[src/rtl/mips_cpu_reg_writeback.sv]
`default_nettype none
// +----------------------------------------------------------------------------+
// | mips_cpu_reg_writeback                                                     |
// | Merges ALU and memory results into the register file's single write port,  |
// | and keeps the per-register pending-write scoreboard.                       |
// | Revision: 1.0                                                              |
// +----------------------------------------------------------------------------+
module mips_cpu_reg_writeback #(
  parameter int DEPTH = 4
) (
  input  logic                     clk,
  input  logic                     reset_n,
  input  logic                     mem_valid,
  input  logic [4:0]               mem_reg,
  input  logic [31:0]              mem_data,
  output logic                     mem_ready,
  input  logic                     alu_valid,
  input  logic [4:0]               alu_reg,
  input  logic [31:0]              alu_data,
  output logic                     alu_ready,
  input  logic                     issue_valid,
  input  logic [4:0]               issue_reg,
  output logic [31:0]              busy,
  output logic                     write_enable,
  output logic [4:0]               write_reg,
  output logic [31:0]              write_data,
  output logic [$clog2(DEPTH):0]   count
);

  localparam int c_aw = $clog2(DEPTH);
  localparam logic [c_aw:0] c_full_m1 = (c_aw + 1)'(DEPTH - 1);
  localparam logic [c_aw:0] c_full_m2 = (c_aw + 1)'(DEPTH - 2);

  logic [4:0]      r_buf_reg  [DEPTH];
  logic [31:0]     r_buf_data [DEPTH];
  logic [c_aw-1:0] r_rd_ptr;
  logic [c_aw-1:0] r_wr_ptr;
  logic [c_aw:0]   r_count;
  logic [31:0]     r_busy;

  logic            w_mem_push;
  logic            w_alu_push;
  logic            w_pop;
  logic [c_aw:0]   w_push_n;
  logic [c_aw:0]   w_pop_n;
  logic [c_aw-1:0] w_alu_idx;
  logic [31:0]     w_set;
  logic [31:0]     w_clr;

  // Readiness depends only on occupancy, not on the pop that will happen this edge
  assign mem_ready = (r_count <= c_full_m1);
  assign alu_ready = mem_valid ? (r_count <= c_full_m2) : (r_count <= c_full_m1);

  // Register-0 results complete the handshake but are dropped here
  assign w_mem_push = mem_valid && mem_ready && (mem_reg != 5'd0);
  assign w_alu_push = alu_valid && alu_ready && (alu_reg != 5'd0);
  assign w_pop      = (r_count != '0);

  assign w_push_n  = (c_aw + 1)'(w_mem_push) + (c_aw + 1)'(w_alu_push);
  assign w_pop_n   = (c_aw + 1)'(w_pop);
  assign w_alu_idx = r_wr_ptr + (c_aw)'(w_mem_push);

  assign write_enable = w_pop;
  assign write_reg    = w_pop ? r_buf_reg[r_rd_ptr]  : 5'd0;
  assign write_data   = w_pop ? r_buf_data[r_rd_ptr] : 32'd0;
  assign count        = r_count;
  assign busy         = r_busy;

  assign w_set = (issue_valid && (issue_reg != 5'd0)) ? (32'd1 << issue_reg) : 32'd0;
  assign w_clr = write_enable ? (32'd1 << write_reg) : 32'd0;

  always_ff @(posedge clk) begin
    if (w_mem_push) begin
      r_buf_reg[r_wr_ptr]  <= mem_reg;
      r_buf_data[r_wr_ptr] <= mem_data;
    end
    if (w_alu_push) begin
      r_buf_reg[w_alu_idx]  <= alu_reg;
      r_buf_data[w_alu_idx] <= alu_data;
    end
  end

  always_ff @(posedge clk or negedge reset_n) begin
    if (!reset_n) begin
      r_rd_ptr <= '0;
      r_wr_ptr <= '0;
      r_count  <= '0;
      r_busy   <= 32'd0;
    end else begin
      r_wr_ptr <= r_wr_ptr + (c_aw)'(w_push_n);
      r_rd_ptr <= r_rd_ptr + (c_aw)'(w_pop);
      r_count  <= r_count + w_push_n - w_pop_n;
      // A new issue to r overrides the retirement of the previous write to r
      r_busy   <= ((r_busy & ~w_clr) | w_set) & ~32'd1;
    end
  end

endmodule
`default_nettype wire

[config.mk]
export PLATFORM = sky130hd
export DESIGN_NAME = mips_cpu_reg_writeback
export DESIGN_NICKNAME = d
export VERILOG_FILES = /design/src/rtl/mips_cpu_reg_writeback.sv
export SDC_FILE = /design/constraint.sdc
export NUM_CORES = 1
export LEC_CHECK = 0
export CAP_MARGIN = 20
export CELL_PAD_IN_SITES_DETAIL_PLACEMENT = 1
export CELL_PAD_IN_SITES_GLOBAL_PLACEMENT = 1
export CORE_MARGIN = 3
export CORE_UTILIZATION = 44
export CTS_BUF_LIST = sky130_fd_sc_hd__clkbuf_16
export DETAILED_ROUTE_END_ITERATION = 8
export PLACE_DENSITY = 0.88
export SLEW_MARGIN = 20
export SYNTH_ARGS = -nofsm -noshare
export SYNTH_HDL_FRONTEND = slang
export SYNTH_SLANG_ARGS = --single-unit
[constraint.sdc]
create_clock -name clk -period 3.8 [get_ports clk]
set_input_delay 0.95 -clock clk [delete_from_list [all_inputs] [get_ports clk]]
set_output_delay 0.95 -clock clk [all_outputs]
set_load 0.01 [all_outputs]
---- Yosys cells after proc, flatten, opt, wreduce, memory -nomap -nowiden ----
Memory sizes are Yosys's and may differ from the RTL's.
Index checks and enable logic that the tools add are counted.
storage, ports and cells
  word-level logic and storage cells ...... 37
  memories kept ........................... 2
  bits in registers ....................... 38
  memory bits (writable) .................. 148
  output and inout port bits .............. 75
  latch bits .............................. 0
  bits in read-only memories .............. 0
cells by class
  shift operators ......................... 2
  divide/modulo/power cells ............... 0
  $add $sub $neg .......................... 6
  $lt $le $gt $ge ......................... 2
  bitwise operators ....................... 3
  muxes and demuxes ....................... 9
  reductions and logical operators ........ 9
  equality and inequality tests ........... 0
  $mul .................................... 0
memories
  name        depth  width  rd ports  clocked after Yosys merged registers in  write ports  line  RTL
  r_buf_data  4      32     1         0                                        2            35    logic [31:0] r_buf_data [DEPTH];
  r_buf_reg   4      5      1         0                                        2            34    logic [4:0] r_buf_reg [DEPTH];
operators by type and width
  cell                                                            count
  2-to-1 mux 32 bit                                               3
  << shifter 1 x 5 -> 32 bit, first input constant                2
  AND 32 bit                                                      1
  NOT 32 bit                                                      1
  OR 32 bit                                                       1
  nonzero test 5 bit                                              3
  less-or-equal comparator 3 x 2 -> 1 bit, second input constant  2
  logical AND 1 bit                                               5
  2-to-1 mux 1 bit                                                5
  2-to-1 mux 5 bit                                                1
  adder 2 x 1 -> 2 bit                                            2
  adder 3 x 2 -> 3 bit                                            1
  nonzero test 3 bit                                              1
  subtractor 3 x 1 -> 3 bit                                       1
  adder 1 x 1 -> 2 bit                                            1
  adder 2 bit                                                     1

---- Depth between registers and ports, before layout ----
  word-level depth ........................ 7
  mapped depth ............................ 11
  mapped depth without buffers ............ 11

---- Worst setup path after synthesis ----
Ideal clock, no wire load.
  path type ............................... input to register
  start ................................... input mem_reg[1]
  end ..................................... memory r_buf_data[0][0] (enable)
  data required time ...................... 3420 ps
  setup time .............................. 380 ps
  stages .................................. 8
  data arrival time ....................... 3306 ps
  path slack .............................. 114 ps
  cells stage by stage .................... or3_1 -> o311a_1 -> ha_1 -> xnor2_1 -> nor3b_1 -> buf_2 -> buf_6 -> a31o_2
RTL lines
  element          line  RTL
  start, declared  14    input logic [4:0] mem_reg,
  end, declared    35

---- Worst setup path in the final report ----
  start ................................... register r_rd_ptr[1]
  end ..................................... output write_reg[2]
on the way
  longest elaborated chain between the ends .. 2
ends and longest elaborated chain
  element                 line  RTL
  start, declared         36    logic [c_aw-1:0] r_rd_ptr;
  start signal, assigned  91    r_rd_ptr <= r_rd_ptr + (c_aw)'(w_pop);
  memory (4 x 5 bit)      -
  2-to-1 mux 5 bit        64    assign write_reg = w_pop ? r_buf_reg[r_rd_ptr] : 5'd0;
  end, declared           25    output logic [4:0] write_reg,
No other way between the ends.

==> flow_summary.json <==
{
  "die_area_um2": 23440,
  "stdcell_count": 1114,
  "design_area_um2": 12350,
  "grt_pass1_vias": 7335,
  "area_growth_pct": 29.77,
  "ctsResizeCount": 0,
  "totalPowerFinal_mw": 9.874,
  "grt_overflow": 0,
  "synth_warnings": 0,
  "met2_usage_pct": 43.43,
  "grt_start_max_net_pins": 39,
  "setup_violations": 0,
  "finalNetCount": 918,
  "cts_tree": "built",
  "worstPathArrival_ps": 2700,
  "end_kind": "output pin",
  "skew_ps": 14.79,
  "vias": 6449,
  "start_util_pct": 45.00,
  "rsz0062_at_grt": "no",
  "hold_path_class": "register to register",
  "synth_edf_count": 148,
  "portBuffers": 157,
  "routedWlPerCell_um": 25.47,
  "antenna_found_initial": 2,
  "finalHoldViolations": 0,
  "holdBufCountCts": 0,
  "largest_reg_flops": 128,
  "die_y_um": 153.1,
  "path_class": "register to output pin",
  "outcome": "finished, final reports clean",
  "cp-start-kind": "register",
  "crit_family": "flip-flops",
  "yosys_register_bits": 186,
  "ctsLongestPathBuffers": 2,
  "synth_ff_type": "edfxtp_1",
  "ant_nets": 0,
  "cts.sink_count": 186,
  "drt_wl_total_um": 28370,
  "worst-path-max-fanout": 29,
  "netlist_instances": 642,
  "preCtsSetupSlack_ps": -293.3,
  "max_slew_margin_pct": 42.95,
  "swShare_pct": 35.79,
  "top_usage_layer": "met2",
  "cp_slowest_cell": "dfrtp_2",
  "coreArea_um2": 21150,
  "drt_iter0_markers": 399,
  "synthDistinctLibCells": 45,
  "p_comb_share_pct": 47.9,
  "io_pins": 159,
  "h-tree-depth": 4,
  "drv_cap": 0,
  "grt_use_total_pct": 24.47,
  "synth.avg_cell_area_um2": 14.83,
  "worst_slack_ps": 148.2,
  "hpwl_um": 19400,
  "whs_ps": 508.3,
  "min_period_ps": 3652,
  "internal_power_mw": 6.341,
  "yosysSeqAreaShare_pct": 56.68,
  "p_switching_mw": 3.534,
  "netlist_top_cells_area": "edfxtp_1, mux2_2, dfrtp_1, mux4_2, nand2_1",
  "use_met3_pct": 5.323,
  "first_pass_iters": 4,
  "pwr-share-seq_pct": 34.5,
  "placed_cell_area_um2": 11770,
  "cts-buffers-inserted": 17,
  "syn_nets": 734,
  "grtUsageMet1_pct": 30.70,
  "synth_top_area_share_pct": 46.69,
  "drive_above_1_share_pct": 32.90,
  "antenna_cells": 0,
  "powerDensity_nw_per_um2": 799.3,
  "synth_most_common_cell": "edfxtp_1",
  "p_clk_share_pct": 17.6,
  "max_stage_delay_ps": 930,
  "cts.clk_slew.worst_paths_ps": 70,
  "viasPerCell": 5.789,
  "ir_drop_mv": 0.4120,
  "synth_largest_area_cell": "edfxtp_1",
  "synth_area_um2": 9519,
  "clock_latency_ps": 450,
  "drc": 0,
  "worstMarginPinSlew_ps": 855.7,
  "p_leak_nw": 4.385,
  "drv_slew": 0,
  "place.gp.congestion": 0.8568,
  "required_ps": 2850,
  "post-place-cells": 1081,
  "synth_common_cells": "edfxtp_1, mux2_2, nand2_1",
  "ys_async_sr_fraction_pct": 20.43,
  "path_cells": "mux4_2, nand2_1, inv_1, clkdlybuf4s50_1",
  "rows": 53,
  "cts_root_buffer": "clkbuf_16",
  "grt_pass1_wl_um": 43990,
  "cp.buffers_inverters": 2,
  "die_w_um": 153.1,
  "max_freq_mhz": 273.8,
  "period_share_pct": 96.10
}
## placed cells by master, fill, tap and decap left out, types with 2 or more instances in the layout
master,Yosys,final
o21ai_0,4,4
nor2_1,12,11
dfrtp_1,38,36
o31ai_2,2,2
buf_4,3,28
clkdlybuf4s50_1,0,157
inv_6,0,5
clkinv_4,0,3
nand2_1,67,67
a31oi_1,3,3
a31o_2,4,4
nor3_2,0,2
and2_1,37,37
buf_12,0,15
or4_1,2,2
o31ai_1,10,10
o211ai_1,13,13
or4b_4,2,2
nand4bb_1,3,3
clkbuf_16,0,17
a21oi_1,2,2
a211oi_1,2,2
nor3_1,6,4
clkinvlp_4,0,2
nand4_1,2,2
nand2b_1,7,7
nor2b_1,3,3
ha_1,7,7
mux4_2,39,39
nor3b_2,0,2
mux2_1,4,4
xnor2_1,5,5
mux2_2,144,144
inv_1,25,25
edfxtp_1,148,148
inv_8,0,2
## timing repair
action                                 in CTS  in global routing
endpoints found under the hold margin       0                  0
setup endpoints to repair                   0                  5
setup buffers                               0                  1
## cell families after synthesis
group,after synthesis,share of synthesized area (%)
multiplexers,187,26.74
flip-flops,186,56.68
AND/OR/NAND/NOR,148,8.031
buffers and inverters,61,3.207
AO/OA/AOI/OAI,45,3.628
adder cells (fa/ha/maj),8,1.130
XOR/XNOR,6,0.5520
other,1,0.03939
## power by group through the flow
stage	Clock (mW)	Combinational, mW	Sequential (mW)
final	1.73	4.73	3.41
after global placement	0	4.44	3.38
after detailed placement	0	4.64	3.46
after global routing	1.84	5.05	3.47
after CTS	1.75	4.70	3.43
after floorplan	0	2.50	3.25
## layout make-up
type	instances	area [um2]
timing repair buffer	201	2110
tap	275	344.1
sequential	186	5400
multi-input combinational	395	3846
clock buffer	17	425.4
fill	2005	8801
clock inverter	15	133.9
inverter	25	93.84
## routing by layer
layer	vias up	wire length [um]
li1	2810	-
met1	3363	11210
met2	244	14900
met3	28	1887
met4	4	342
met5	-	27
## through the flow
step	util, %	TNS (ps)
after floorplan	-	0
after global placement	55.62	-1234
after detailed placement	55.62	-14820
after CTS	58.27	0
after global routing	58.40	0
final	58.40	0
## worst paths after layout
kind	from	endpoint	slack [ps]	cells after the start
max	r_rd_ptr[1]	write_reg[2]	150	4
min	busy[25]	busy[25]	510	2
max reg2reg	count[0]	count[2]	1040	9
min reg2reg	busy[25]	busy[25]	510	2
max in group asynchronous	reset_n	r_rd_ptr[0]	2490	2
min in group asynchronous	reset_n	busy[20]	940	2
## tightest hold or removal path, delay by kind of cell (launching register included)
| kind | cells | cell delay (ps) |
|---|---|---|
| DFF | 1 | 350 |
| and+or+nand+nor | 1 | 60 |
| AOI/OAI and AO/OA | 1 | 70 |
No activity file was read; power rests on OpenSTA's default activity.
